`src/rtl/er_exec_proof_pkg.sv`:
```
// Shared types and constants for the execution-proof monitor (er_exec_proof).
package er_pkg;

   typedef enum logic [1:0] {
      ST_IDLE = 2'd0,
      ST_RUN  = 2'd1,
      ST_DONE = 2'd2,
      ST_FAIL = 2'd3
   } er_state_t;

   localparam logic [15:0] SMEM_BASE     = 16'hA000;
   localparam logic [15:0] SMEM_SIZE     = 16'h4000;
   localparam logic [15:0] RESET_HANDLER = 16'h0000;
   // Secure memory is the half-open window [SMEM_BASE, SMEM_BASE + SMEM_SIZE).
   localparam logic [15:0] SMEM_LAST     = 16'(SMEM_BASE + SMEM_SIZE - 16'd1);

   function automatic logic ranges_overlap(input logic [15:0] a_lo, input logic [15:0] a_hi,
                                           input logic [15:0] b_lo, input logic [15:0] b_hi);
      return (a_lo <= b_hi) && (b_lo <= a_hi);
   endfunction

endpackage

```
`src/rtl/er_exec_proof_range_check.sv`:
```
// Inclusive address window comparator: in_range = lo <= addr <= hi.
module er_range_check (
   input  logic [15:0] addr,
   input  logic [15:0] lo,
   input  logic [15:0] hi,
   output logic        in_range
);

   assign in_range = (addr >= lo) && (addr <= hi);

endmodule

```
`src/rtl/er_exec_proof.sv`:
```
// Proves the executable region ran atomically start-to-end with the output region untouched since.
// Optional macro EXEC_DMA_CHECK_EN adds DMA accesses as violations.
module er_exec_proof
   import er_pkg::*;
(
   input  logic        clk,
   input  logic        reset,
   input  logic [15:0] pc,
   input  logic        irq,
   input  logic [15:0] data_addr,
   input  logic        data_wr,
   input  logic [15:0] dma_addr,
   input  logic        dma_en,
   input  logic [15:0] ER_min,
   input  logic [15:0] ER_max,
   input  logic [15:0] OR_min,
   input  logic [15:0] OR_max,
   output logic        exec,
   output logic [15:0] run_cycles
);

   er_state_t   r_state;
   er_state_t   w_state_next;
   logic [15:0] r_prev_pc;
   logic [15:0] r_er_min_sh;
   logic [15:0] r_er_max_sh;
   logic [15:0] r_or_min_sh;
   logic [15:0] r_or_max_sh;
   logic [15:0] r_run_cycles;
   logic        r_exec;

   logic        w_pc_in_er;
   logic        w_data_in_or;
   logic        w_at_entry;
   logic        w_cfg_invalid;
   logic        w_bound_change;
   logic        w_run_viol;
   logic        w_done_viol;
   logic        w_dma_run_viol;
   logic        w_dma_done_viol;

   er_range_check u_pc_in_er (
      .addr     (pc),
      .lo       (ER_min),
      .hi       (ER_max),
      .in_range (w_pc_in_er)
   );

   er_range_check u_data_in_or (
      .addr     (data_addr),
      .lo       (OR_min),
      .hi       (OR_max),
      .in_range (w_data_in_or)
   );

`ifdef EXEC_DMA_CHECK_EN
   logic w_dma_in_or;

   er_range_check u_dma_in_or (
      .addr     (dma_addr),
      .lo       (OR_min),
      .hi       (OR_max),
      .in_range (w_dma_in_or)
   );

   assign w_dma_run_viol  = dma_en;
   assign w_dma_done_viol = dma_en && w_dma_in_or;
`else
   logic w_dma_unused;

   assign w_dma_unused    = ^{dma_addr, dma_en};
   assign w_dma_run_viol  = 1'b0;
   assign w_dma_done_viol = 1'b0;
`endif

   assign w_at_entry     = (pc == ER_min);
   assign w_cfg_invalid  = (ER_min >= ER_max) || (OR_min > OR_max) ||
                           ranges_overlap(ER_min, ER_max, SMEM_BASE, SMEM_LAST) ||
                           (ER_min == RESET_HANDLER);
   assign w_bound_change = (ER_min != r_er_min_sh) || (ER_max != r_er_max_sh) ||
                           (OR_min != r_or_min_sh) || (OR_max != r_or_max_sh);

   // Leaving ER is only legal straight out of its last instruction.
   assign w_run_viol  = irq ||
                        (data_wr && !w_data_in_or && w_pc_in_er) ||
                        (!w_pc_in_er && (r_prev_pc != ER_max)) ||
                        (w_at_entry && (r_prev_pc != ER_min)) ||
                        w_dma_run_viol;
   assign w_done_viol = (data_wr && w_data_in_or && !w_pc_in_er) ||
                        (w_pc_in_er && !w_at_entry) ||
                        w_dma_done_viol;

   always_comb begin
      w_state_next = r_state;
      if (w_cfg_invalid || w_bound_change) begin
         w_state_next = ST_FAIL;
      end else begin
         case (r_state)
            ST_RUN: begin
               if (w_run_viol)       w_state_next = ST_FAIL;
               else if (!w_pc_in_er) w_state_next = ST_DONE;
            end
            ST_DONE: begin
               if (w_done_viol)     w_state_next = ST_FAIL;
               else if (w_at_entry) w_state_next = ST_RUN;
            end
            default: begin
               if (w_at_entry) w_state_next = ST_RUN;
            end
         endcase
      end
   end

   always_ff @(posedge clk) begin
      if (reset) r_state <= ST_FAIL;
      else       r_state <= w_state_next;
   end

   // Shadows track the bounds every cycle, including during reset.
   always_ff @(posedge clk) begin
      r_er_min_sh <= ER_min;
      r_er_max_sh <= ER_max;
      r_or_min_sh <= OR_min;
      r_or_max_sh <= OR_max;
   end

   always_ff @(posedge clk) begin
      if (reset) begin
         r_exec       <= 1'b0;
         r_run_cycles <= 16'h0000;
         r_prev_pc    <= 16'h0000;
      end else begin
         r_exec    <= (w_state_next == ST_DONE);
         r_prev_pc <= pc;
         if ((w_state_next == ST_RUN) && (r_state != ST_RUN)) begin
            r_run_cycles <= 16'h0001;
         end else if ((w_state_next == ST_RUN) && (r_run_cycles != 16'hFFFF)) begin
            r_run_cycles <= r_run_cycles + 16'h0001;
         end
      end
   end

   assign exec       = r_exec;
   assign run_cycles = r_run_cycles;

endmodule
```
`config.mk`:
```
export PLATFORM = sky130hd
export DESIGN_NAME = er_exec_proof
export DESIGN_NICKNAME = d
export VERILOG_FILES = /design/src/rtl/er_exec_proof_pkg.sv /design/src/rtl/er_exec_proof_range_check.sv /design/src/rtl/er_exec_proof.sv
export SDC_FILE = /design/constraint.sdc
export NUM_CORES = 1
export LEC_CHECK = 0
export ABC_AREA = 1
export CORE_MARGIN = 5
export CORE_UTILIZATION = 31
export DETAILED_ROUTE_END_ITERATION = 16
export SLEW_MARGIN = 10
export SYNTH_ARGS = -nofsm -noshare
export SYNTH_HDL_FRONTEND = slang
export SYNTH_HIERARCHICAL = 1
export SYNTH_SLANG_ARGS = --single-unit
```
`constraint.sdc`:
```
create_clock -name clk -period 4.4 [get_ports clk]
set_input_delay 0.88 -clock clk [delete_from_list [all_inputs] [get_ports clk]]
set_output_delay 0.88 -clock clk [all_outputs]
set_load 0.02 [all_outputs]
```
==> impl_summary.txt <==
----------------------------------------------------
[Placed design]
  Number of buffers added on ports ... 116
  Placed wire-length estimate ... 23100 microns
  Area post-placement ... 0.0104 sq mm
  Routability Congestion ... 0.963
  Dpl cells ... 1890

[Floorplan]
  Full die area ... 0.0309 sq mm
  Core footprint ... 0.0270 sq mm
  Number of standard-cell rows in the floorplan ... 60
  Number of primary I/O pins ... 134
  Initial core utilization ... 0.315
  Chip Width ... 176 microns
  Chip height ... 176 microns

[Route]
  Detailed-route wire length per cell ... 14.2 microns
  DRC viols ... 0
  Iteration-0 DRC Markers ... 628
  DRT Pass-1 Iters ... 5
  Total length of routed wires ... 27000 microns
  Via count ... 8942
  Vias per std cell ... 4.69
  Antenna Violating Nets Remaining ... 0

[Synth]
  Sequential cell area fraction in the yosys report ... 0.233
  Synth async-reset ratio ... 0
  Synth Area in XOR/XNOR ... 0.0308
  Synthesis-stage register bit count ... 99
  Simple logic cell fraction of the synthesized area ... 0.405
  Combinational family with the most area after synthesis ... simple AND/OR/NAND/NOR gates
  Number of warnings printed during yosys synthesis ... 6
  Post-synthesis adder-cell area fraction ... 0.145
  Synth Instances ... 1401
  Cell variety after synth ... 42
  Syn Std Cell Area ... 0.00852 sq mm
  Commonest register cell after synthesis ... sky130_fd_sc_hd__dfxtp_1
  Portion of netlist area occupied by mux cells ... 0
  Area leader, netlist ... sky130_fd_sc_hd__dfxtp_1
  Synthesized-area fraction occupied by ao, oa, aoi and oai cells ... 0.0546
  Synth Area per Inst ... 6.08 sq um
  Mapped Nets ... 1617
  Most common library cells after synthesis ... sky130_fd_sc_hd__nand2_1 (472), sky130_fd_sc_hd__inv_1 (260), sky130_fd_sc_hd__nor2_1 (149)
  Cell types with the largest area share after synthesis ... sky130_fd_sc_hd__dfxtp_1 (23%), sky130_fd_sc_hd__nand2_1 (21%), sky130_fd_sc_hd__ha_1 (15%)
  Most used standard cell by instance count after synthesis ... sky130_fd_sc_hd__nand2_1
  Area share of the largest cell type after synthesis ... 0.233
  Number of enable flip-flop cells after synthesis ... 0

[Clocking]
  Number of gates resized after CTS ... 0
  Post CTS Setup Buffer Count ... 0
  TritonCTS buffer count ... 9
  H-tree levels ... 3
  Worst skew pair latency ... 360 ps
  Maximum buffer depth of the clock tree ... 2
  Post-CTS Hold Fix Bufs ... 0
  Total number of clock tree sinks ... 99
  CTS root buffer ... sky130_fd_sc_hd__clkbuf_16
  Clock-pin slew reported for the worst setup and hold paths after clock tree synthesis ... 80 ps
  TritonCTS clock tree ... built

[Power and ir drop]
  Overall power ... 0.00242 W
  Peak supply drop ... 0.000168 V
  Leakage power figure ... 5.74 nW
  Pwr dens ... 228 mW/mm^2

[Global route]
  First-pass GRT wire length ... 43800 microns
  Largest net degree at the start of global routing ... 20
  Global-route usage over all layers ... 0.177
  Remaining Overflow, GRT ... 0
  Number of global-route vias before repair ... 8516
  Antenna violations before repair ... 0

[STA]
  Maximum clock rate ... 266 MHz
  Setup repair after global routing missed its margin ... false
  Transition time of the tightest slew-check pin ... 838 ps
  Worst slew margin ... 0.440
  Clock skew ... 13.7 ps
  Final worst path period need ... 3760 ps
  Setup TNS after final layout ... 0 ps
  Ratio of final minimum period to clock period ... 0.854
  Final number of hold-violating endpoints ... 0
  Number of pins with negative max-slew slack in the final report ... 0
  Final setup vio count ... 0

[Final layout]
  Post-layout instance count excluding filler cells ... 1906
  Ratio of cells with drive above 1 in the final layout ... 0.0786
  FILL cells ... 2944
  Final design instance area without fill ... 0.0106 sq mm
  Diodes inserted ... 0
  Net count of the finished layout ... 1776
  Area growth, synth to finish ... 24.9%

[Run]
  Max-capacitance violation count ... 0

[Critical path]
  Crit path arrival time ... 4010 ps
  Worst r2r path cells ... 10
  Data required time at the worst endpoint ... 4650 ps
  Crit path capture type ... flip-flop
  Critical path class ... primary input to flip-flop
  Kind of launch point of the worst setup path ... primary input
  Critical path fanouts, max ... 8

[Worst hold path]
  Type of the worst min-delay path ... flip-flop to flip-flop
  Worst Hold Path Cells ... 2

[Outcome]
  Outcome ... completed

----------------------------------------------------
[final cells by class]
| cell class | instances | area [sq um] | area share |
|---|---|---|---|
| Clock buffer | 10 | 239 | 0.0225 |
| Clock inverter | 6 | 40.0 | 0.00376 |
| Inverter | 288 | 1080 | 0.102 |
| Multi-Input combinational cell | 1008 | 5420 | 0.509 |
| Sequential cell | 99 | 1980 | 0.186 |
| Tap cell | 341 | 427 | 0.0401 |
| Timing Repair Buffer | 154 | 1460 | 0.137 |
[critical path, cell delays in order]
cell and delay [ps]:
sky130_fd_sc_hd__clkdlybuf4s50_1 580, sky130_fd_sc_hd__inv_1 70, sky130_fd_sc_hd__ha_1 300, sky130_fd_sc_hd__a21oi_1 160, sky130_fd_sc_hd__o21ai_0 110, sky130_fd_sc_hd__a21oi_1 240, sky130_fd_sc_hd__nand2_1 80, sky130_fd_sc_hd__nand2_1 80
sky130_fd_sc_hd__nand2_1 120, sky130_fd_sc_hd__inv_1 120, sky130_fd_sc_hd__inv_1 50, sky130_fd_sc_hd__a31o_2 190, sky130_fd_sc_hd__inv_1 70, sky130_fd_sc_hd__nand3_1 80, sky130_fd_sc_hd__nand2_1 90, sky130_fd_sc_hd__nand2_1 70
sky130_fd_sc_hd__nand2_2 80, sky130_fd_sc_hd__nand2_1 90, sky130_fd_sc_hd__nor2_4 190, sky130_fd_sc_hd__nand3_2 180, sky130_fd_sc_hd__nand2_1 120, sky130_fd_sc_hd__a21oi_2 50
[metal layers]
| metal | vias up | GRT usage | share of wire |
|---|---|---|---|
| met5 | - | 0 | 0 |
| li1 | 4669 | - | - |
| met1 | 4030 | 0.241 | 0.48 |
| met3 | 30 | 0.0217 | 0.046 |
| met4 | 0 | 0.0419 | 0.017 |
| met2 | 213 | 0.299 | 0.46 |
[flip-flops by register name, indices dropped and copies added (netlist names)]
name         count
exec             1
run_cycles      16
r_state          2
r_er_min_sh     16
r_or_min_sh     16
r_er_max_sh     16
r_or_max_sh     16
r_prev_pc       16
[where the power goes]
part / total [W] / switching (W) / internal, W
combinational: 0.000683 / 0.000398 / 0.000285
clock: 0.000785 / 0.000385 / 0.000400
sequential: 0.000957 / 0.0000218 / 0.000935
total: 0.00242 / 0.000805 / 0.00162
[kinds of logic (layout without fill, tap and decap cells)]
group | count (synthesis) | count (layout)
AOI/OAI and AO/OA | 78 | 78
xor gates and xnor gates | 30 | 30
adders and majority gates | 99 | 99
buffers and inverters | 294 | 458
DFF | 99 | 99
and+or+nand+nor | 801 | 801
[path summary, 6_finish.rpt]
kind | slack (ps) | from | endpoint
setup / recovery | 640 | OR_max[15] | run_cycles[9]
hold / removal | 520 | run_cycles[4] | run_cycles[4]
setup reg to reg | 1990 | r_er_max_sh[6] | run_cycles[9]
hold reg to reg | 520 | run_cycles[4] | run_cycles[4]
[metrics by stage]
| stage | hold WS [ps] | worst slack, ps | utilization |
|---|---|---|---|
| floorplan | 569 | 1380 | - |
| global placement | 503 | 263 | 0.383 |
| detailed placement | 512 | 173 | 0.383 |
| CTS | 524 | 549 | 0.394 |
| global route | 554 | 231 | 0.394 |
| finish | 523 | 641 | 0.394 |
[cell usage in the layout, fill, tap and decap left out, types with 3 or more instances in the layout]
cell	instances
sky130_fd_sc_hd__clkinv_2	3
sky130_fd_sc_hd__inv_1	260
sky130_fd_sc_hd__o2111ai_1	3
sky130_fd_sc_hd__buf_4	37
sky130_fd_sc_hd__dfxtp_1	99
sky130_fd_sc_hd__nand2_1	472
sky130_fd_sc_hd__nand3_1	51
sky130_fd_sc_hd__nand2_4	3
sky130_fd_sc_hd__a21o_1	3
sky130_fd_sc_hd__nand3_2	3
sky130_fd_sc_hd__a21oi_1	48
sky130_fd_sc_hd__nand2_2	7
sky130_fd_sc_hd__xor2_1	15
sky130_fd_sc_hd__nor2_1	149
sky130_fd_sc_hd__inv_2	27
sky130_fd_sc_hd__nor3_1	19
sky130_fd_sc_hd__ha_1	99
sky130_fd_sc_hd__clkbuf_16	9
sky130_fd_sc_hd__xnor2_1	15
sky130_fd_sc_hd__nor2_2	11
sky130_fd_sc_hd__nor3_2	4
sky130_fd_sc_hd__clkdlybuf4s50_1	116
sky130_fd_sc_hd__a21oi_2	6
sky130_fd_sc_hd__nand4_1	57
sky130_fd_sc_hd__o21ai_0	8
sky130_fd_sc_hd__nand3b_1	4
sky130_fd_sc_hd__nor4_1	9
Note: power is estimated with default switching activity, not from simulation.
